[src/rtl/dmac_pkg.sv]
// Shared DMAC definitions: write-master FSM states, word size, byteenable lookup.
package dmac_pkg;

  typedef enum logic [2:0] {
    ST_IDLE,
    ST_POP,
    ST_LATCH,
    ST_WRITE,
    ST_ADVANCE,
    ST_DONE
  } wm_state_t;

  localparam int unsigned WORD_BYTES = 4;

  localparam logic [3:0] BE_FULL = 4'b1111;
  localparam logic [3:0] BE_REM1 = 4'b0001;
  localparam logic [3:0] BE_REM2 = 4'b0011;
  localparam logic [3:0] BE_REM3 = 4'b0111;

  // Little-endian byteenable for a final word holding 'rem' valid bytes.
  function automatic logic [3:0] be_for_tail(input logic [1:0] rem);
    case (rem)
      2'd1:    return BE_REM1;
      2'd2:    return BE_REM2;
      2'd3:    return BE_REM3;
      default: return BE_FULL;
    endcase
  endfunction

endpackage

[src/rtl/dma_wm_counter.sv]
// Address / remaining-bytes register pair for a DMA master.
// load captures a new transfer; advance steps one word, remaining never underflows.
module dma_wm_counter
  import dmac_pkg::*;
#(
  parameter int unsigned ADDR_WIDTH = 32
) (
  input  logic                  iClk,
  input  logic                  iReset_n,
  input  logic                  load,
  input  logic                  advance,
  input  logic [ADDR_WIDTH-1:0] load_addr,
  input  logic [31:0]           load_len,
  output logic [ADDR_WIDTH-1:0] addr,
  output logic [31:0]           remaining
);

  logic [ADDR_WIDTH-1:0] addr_q, addr_d;
  logic [31:0]           remaining_q, remaining_d;

  // Next address/remaining: load has priority over advance.
  always_comb begin
    addr_d      = addr_q;
    remaining_d = remaining_q;
    if (load) begin
      addr_d      = load_addr;
      remaining_d = load_len;
    end else if (advance) begin
      addr_d      = addr_q + ADDR_WIDTH'(WORD_BYTES);
      remaining_d = (remaining_q >= 32'(WORD_BYTES)) ? remaining_q - 32'(WORD_BYTES) : '0;
    end
  end

  // Counter registers.
  always_ff @(posedge iClk or negedge iReset_n) begin
    if (!iReset_n) begin
      addr_q      <= '0;
      remaining_q <= '0;
    end else begin
      addr_q      <= addr_d;
      remaining_q <= remaining_d;
    end
  end

  assign addr      = addr_q;
  assign remaining = remaining_q;

endmodule

[src/rtl/dma_write_master.sv]
// DMA write master: pops 32-bit words from the DMA FIFO and issues single-beat
// Avalon-MM writes to consecutive word addresses, one write outstanding.
// Optional build macro WM_BYTEENABLE_EN: honours Length[1:0] and adds oWM_byteenable.
module dma_write_master
  import dmac_pkg::*;
#(
  parameter int unsigned DATA_WIDTH = 32,
  parameter int unsigned ADDR_WIDTH = 32
) (
  input  logic                  iClk,
  input  logic                  iReset_n,
  input  logic                  Start,
  input  logic [31:0]           Length,
  input  logic [ADDR_WIDTH-1:0] WM_startaddress,
  input  logic                  FF_empty,
  input  logic [DATA_WIDTH-1:0] FF_q,
  output logic                  FF_readrequest,
  output logic                  oWM_write,
  output logic [ADDR_WIDTH-1:0] oWM_writeaddress,
  output logic [DATA_WIDTH-1:0] oWM_writedata,
  input  logic                  iWM_waitrequest,
`ifdef WM_BYTEENABLE_EN
  output logic [3:0]            oWM_byteenable,
`endif
  output logic                  Busy,
  output logic                  Done
);

  wm_state_t             state_q, state_d;
  logic                  busy_q, busy_d;
  logic                  done_q, done_d;
  logic                  write_q, write_d;
  logic [ADDR_WIDTH-1:0] waddr_q, waddr_d;
  logic [DATA_WIDTH-1:0] wdata_q, wdata_d;

  logic                  cnt_load, cnt_advance, cnt_last, has_words, ff_pop;
  logic [31:0]           load_len, cnt_remaining;
  logic [ADDR_WIDTH-1:0] cnt_addr;

`ifdef WM_BYTEENABLE_EN
  logic [3:0]            be_q, be_d;
  assign has_words = (Length != '0);
  assign load_len  = Length;
`else
  assign has_words = (Length[31:2] != '0);
  assign load_len  = Length & ~32'(WORD_BYTES - 1);
`endif

  assign cnt_last = (cnt_remaining <= 32'(WORD_BYTES));

  dma_wm_counter #(
    .ADDR_WIDTH(ADDR_WIDTH)
  ) u_counter (
    .iClk      (iClk),
    .iReset_n  (iReset_n),
    .load      (cnt_load),
    .advance   (cnt_advance),
    .load_addr (WM_startaddress),
    .load_len  (load_len),
    .addr      (cnt_addr),
    .remaining (cnt_remaining)
  );

  // FSM next state and registered-output next values.
  // The pop strobe is decoded from the POP state and FF_empty so the FIFO
  // pops one cycle ahead of LATCH, where FF_q is then valid for capture.
  always_comb begin
    state_d     = state_q;
    busy_d      = busy_q;
    done_d      = 1'b0;
    write_d     = write_q;
    waddr_d     = waddr_q;
    wdata_d     = wdata_q;
    cnt_load    = 1'b0;
    cnt_advance = 1'b0;
    ff_pop      = 1'b0;
`ifdef WM_BYTEENABLE_EN
    be_d        = be_q;
`endif
    case (state_q)
      ST_IDLE: begin
        if (Start) begin
          busy_d = 1'b1;
          if (has_words) begin
            cnt_load = 1'b1;
            state_d  = ST_POP;
          end else begin
            done_d  = 1'b1;
            state_d = ST_DONE;
          end
        end
      end
      ST_POP: begin
        if (!FF_empty) begin
          ff_pop  = 1'b1;
          state_d = ST_LATCH;
        end
      end
      ST_LATCH: begin
        wdata_d = FF_q;
        waddr_d = cnt_addr;
        write_d = 1'b1;
`ifdef WM_BYTEENABLE_EN
        be_d    = (cnt_remaining >= 32'(WORD_BYTES)) ? BE_FULL : be_for_tail(cnt_remaining[1:0]);
`endif
        state_d = ST_WRITE;
      end
      ST_WRITE: begin
        if (!iWM_waitrequest) begin
          write_d = 1'b0;
          state_d = ST_ADVANCE;
        end
      end
      ST_ADVANCE: begin
        cnt_advance = 1'b1;
        if (cnt_last) begin
          done_d  = 1'b1;
          state_d = ST_DONE;
        end else begin
          state_d = ST_POP;
        end
      end
      ST_DONE: begin
        busy_d  = 1'b0;
        state_d = ST_IDLE;
      end
      default: state_d = ST_IDLE;
    endcase
  end

  // State and output registers; reset aborts any transfer in flight.
  always_ff @(posedge iClk or negedge iReset_n) begin
    if (!iReset_n) begin
      state_q <= ST_IDLE;
      busy_q  <= 1'b0;
      done_q  <= 1'b0;
      write_q <= 1'b0;
      waddr_q <= '0;
      wdata_q <= '0;
`ifdef WM_BYTEENABLE_EN
      be_q    <= '0;
`endif
    end else begin
      state_q <= state_d;
      busy_q  <= busy_d;
      done_q  <= done_d;
      write_q <= write_d;
      waddr_q <= waddr_d;
      wdata_q <= wdata_d;
`ifdef WM_BYTEENABLE_EN
      be_q    <= be_d;
`endif
    end
  end

  assign FF_readrequest   = ff_pop;
  assign oWM_write        = write_q;
  assign oWM_writeaddress = waddr_q;
  assign oWM_writedata    = wdata_q;
  assign Busy             = busy_q;
  assign Done             = done_q;
`ifdef WM_BYTEENABLE_EN
  assign oWM_byteenable   = be_q;
`endif

endmodule

[config.mk]
export PLATFORM = sky130hd
export DESIGN_NAME = dma_write_master
export DESIGN_NICKNAME = d
export VERILOG_FILES = /design/src/rtl/dmac_pkg.sv /design/src/rtl/dma_wm_counter.sv /design/src/rtl/dma_write_master.sv
export SDC_FILE = /design/constraint.sdc
export NUM_CORES = 1
export LEC_CHECK = 0
export ABC_AREA = 0
export BUFFER_PORTS_ARGS = -buffer_cell sky130_fd_sc_hd__clkbuf_2
export CAP_MARGIN = 30
export CORE_ASPECT_RATIO = 1.1
export CORE_MARGIN = 2
export CORE_UTILIZATION = 40
export CTS_BUF_LIST = sky130_fd_sc_hd__clkbuf_8
export CTS_CLUSTER_DIAMETER = 80
export DETAILED_ROUTE_END_ITERATION = 10
export GPL_TIMING_DRIVEN = 1
export PLACE_DENSITY = 0.69
export SETUP_SLACK_MARGIN = 0.05
export SLEW_MARGIN = 25
export SYNTH_ARGS = -nofsm -noshare
export SYNTH_HDL_FRONTEND = slang
export SYNTH_SLANG_ARGS = --single-unit
[constraint.sdc]
create_clock -name iClk -period 3.14 [get_ports iClk]
set_clock_uncertainty 0.15 [all_clocks]
set_input_delay 0.157 -clock iClk [delete_from_list [all_inputs] [get_ports iClk]]
set_output_delay 0.157 -clock iClk [all_outputs]
set_load 0.005 [all_outputs]
==> flow_summary.toml <==
[outcome]
outcome = "complete, no violations"

[clock_network]
numCtsBuffers = 17
cts_max_level = 4
clock_latency_ns = 0.45
root_buffer = "clkbuf_8"
cts_tree = "yes"
numClockSinks = 132
clk_pin_slew_ns = 0.08
cts_resized = 0
clockBufferDepth = 2

[global_routing]
grt_pass1_wl_um = 30090
grt_pass1_vias = 5995
track_usage = 0.2133
antenna_found_initial = 1
grt_max_degree = 64
grt_overflow = 0

[worst_hold_path]
hold_class = "input port to async pin"

[run]
drv_cap = 0

[synth]
syn_avg_cell_area_sq_um = 10.91
ys_warn_count = 0
synth_cell_types = 77
synth_top_area_frac = 0.4953
yosys_most_used_dff = "dfrtp_1"
synth_edf_count = 0
synth_nets = 715
synth_commonest_cells = "dfrtp_1, mux2_2, nand2_1"
synth_area_sq_um = 6669
yosysSeqAreaShare = 0.4953
ys_ff_latch = 132
synthArstFlopShare = 1.000
synthTopCellsByArea = "dfrtp_1, mux2_2, nand2_1, o21ai_0, a221o_1"
synth_most_common_cell = "dfrtp_1"
synth_top_cell_by_area = "dfrtp_1"
synthCells = 611

[critical_path]
crit_start = "u_counter.remaining[2]"
start_kind = "flip-flop"
r2r_end = "u_counter.remaining[22]"
r2r_slack_ns = 0.50
worst-path-max-fanout = 13
worstPathArrival_ns = 2.82
cp.required_ns = 3.32
end_kind = "flip-flop"
critical_path.cell_chain = "inv_1 > ha_1 > nand4b_1 > o31ai_4 > nor2_1 > a221o_1"
worstSetupPathType = "flip-flop to flip-flop"
reg2regPathDepth = 6
reg2reg_from = "u_counter.remaining[2]"
cpPeakStageDelay_ns = 0.62
slowest_stage = "o31ai_4"

[timing]
finalSetupTns_ns = 0
min_period_ns = 2.637
rsz0062_at_grt = "no"
fmax_ghz = 0.3792
period_share = 0.8399
setup_viol = 0
worst_pin_slew_ns = 0.6652
drv_slew = 0
finalHoldViolCount = 0
layout_setup_ws_ns = 0.5028
maxSlewHeadroom = 0.5566

[placement]
place_area_sq_um = 7742
pre_cts_slack_ns = 0.5786
place_hpwl_um = 12670
portBuffers = 166
place_congestion = 0.8780

[detailed_routing]
firstDrtPassIters = 5
wl_per_cell_um = 17.32
num_vias = 6111
final_antenna_net_count = 0
routed_wl_um = 18960
drc = 0
initialDrtViolationCount = 320
viasPerCell = 5.581

[floorplan]
die-height_um = 139.4
ioPinCount = 169
start_util = 0.4089
die-area_sq_um = 17720
dieWidth_um = 127.1
rows = 49
core_sq_um = 16310

[power]
ir_drop_v = 0.0003045
power_density_nw_per_um2 = 831.1
leakage_nw = 3.961

[cells_and_area]
area_delta_synth_final_pct = 37.02
fin_nets = 981
drive_above_1_share = 0.3438
final_area_sq_um = 9138
fillers = 1373
==> placed cells by master, fill, tap and decap left out, types with 7 or more instances in the layout <==
cell type	netlist	layout
clkbuf_2	2	165
dfrtp_1	132	132
dlygate4sd3_1	0	99
mux2_2	64	64
nand2_1	60	60
nor2_1	34	34
o21ai_0	27	27
nand3_1	23	23
nor4_1	20	20
nand4_1	19	19
clkbuf_8	0	18
nor3_1	18	17
buf_4	0	16
a221o_1	13	13
a21oi_1	12	12
xor2_1	10	10
a31oi_1	9	9
o211ai_1	7	7
or3_1	7	7
xnor2_1	7	7
==> cell families (layout without fill, tap and decap cells) <==
kind of cell               count (synthesis)  after routing  share of synthesized area
buffers and inverters                     41            320                    0.03002
DFF                                      132            132                     0.4953
other                                      0              1                          0
xor gates and xnor gates                  17             17                    0.02233
and+or+nand+nor                          230            230                     0.1996
muxes                                     67             67                     0.1126
AOI/OAI and AO/OA                        121            121                     0.1345
adders and majority gates                  3              3                   0.005629
==> layer usage <==
metal	track usage	part of all wire	vias up	wire, um
met4	0.08039	0.023	0	442
met2	0.3605	0.49	220	9289
met1	0.2658	0.43	2982	8097
li1	-	-	2866	-
met3	0.04960	0.060	43	1131
met5	0	0	-	0
==> worst max-delay path, delay by kind of cell, from the launching register on <==
| kind | cells | cell delay, ns |
|---|---|---|
| flops | 1 | 0.50 |
| simple gates | 2 | 0.47 |
| fa+ha+maj | 1 | 0.32 |
| compound gates | 2 | 0.97 |
| buf+inv | 1 | 0.10 |
==> metrics by stage <==
step | util | power [W] | hold WS, ns | cells
6_report | 0.5603 | 0.007594 | 0.1085 | 1095
5_1_grt | 0.5603 | 0.008103 | 0.1175 | 1095
4_1_cts | 0.5602 | 0.007607 | 0.1041 | 1094
3_5_place_dp | 0.4748 | 0.006037 | 0.03818 | 963
3_3_place_gp | 0.4748 | 0.005937 | 0.03848 | 963
2_1_floorplan | - | 0.004991 | -0.2886 | 611
==> power breakdown <==
part           internal [W]  switching, W
combinational       0.00152       0.00129
sequential          0.00251      0.000829
clock              0.000733      0.000718
==> how the worst max path moves through the flow <==
stage,end,slack [ns],depth (start not counted)
detailed placement,u_counter.remaining[22],0.58,6
finish,u_counter.remaining[22],0.50,6
CTS,u_counter.remaining[22],0.55,6
global route,u_counter.remaining[22],0.39,6
global placement,u_counter.remaining[22],0.64,6
floorplan,u_counter.remaining[26],0.85,9
==> what timing repair did <==
item | CTS | global route
hold buffers | 99 | 0
endpoints found under the setup margin | 0 | 0
setup buffers | 0 | 0
endpoints found under the hold margin | 158 | 0
==> state kept, by name, indices dropped and copies added (netlist names) <==
name / flops
u_counter.addr: 32
oWM_write: 1
u_counter.remaining: 30
oWM_writedata: 32
state_q: 3
Busy: 1
oWM_writeaddress: 32
Done: 1
==> area by class of cell <==
type                    count  area, sq um  share of cell area
flip-flops and latches    132         3303              0.3615
multi-input cells         438         3184              0.3485
repair buffers            282         1968              0.2154
well taps                 204        255.2             0.02793
clock buffers              18        247.7             0.02711
clock inverters            14        153.9             0.01684
inverters                   6        22.52            0.002465
diodes                      1        2.502           0.0002739
Power figures use the tool's default switching activity.
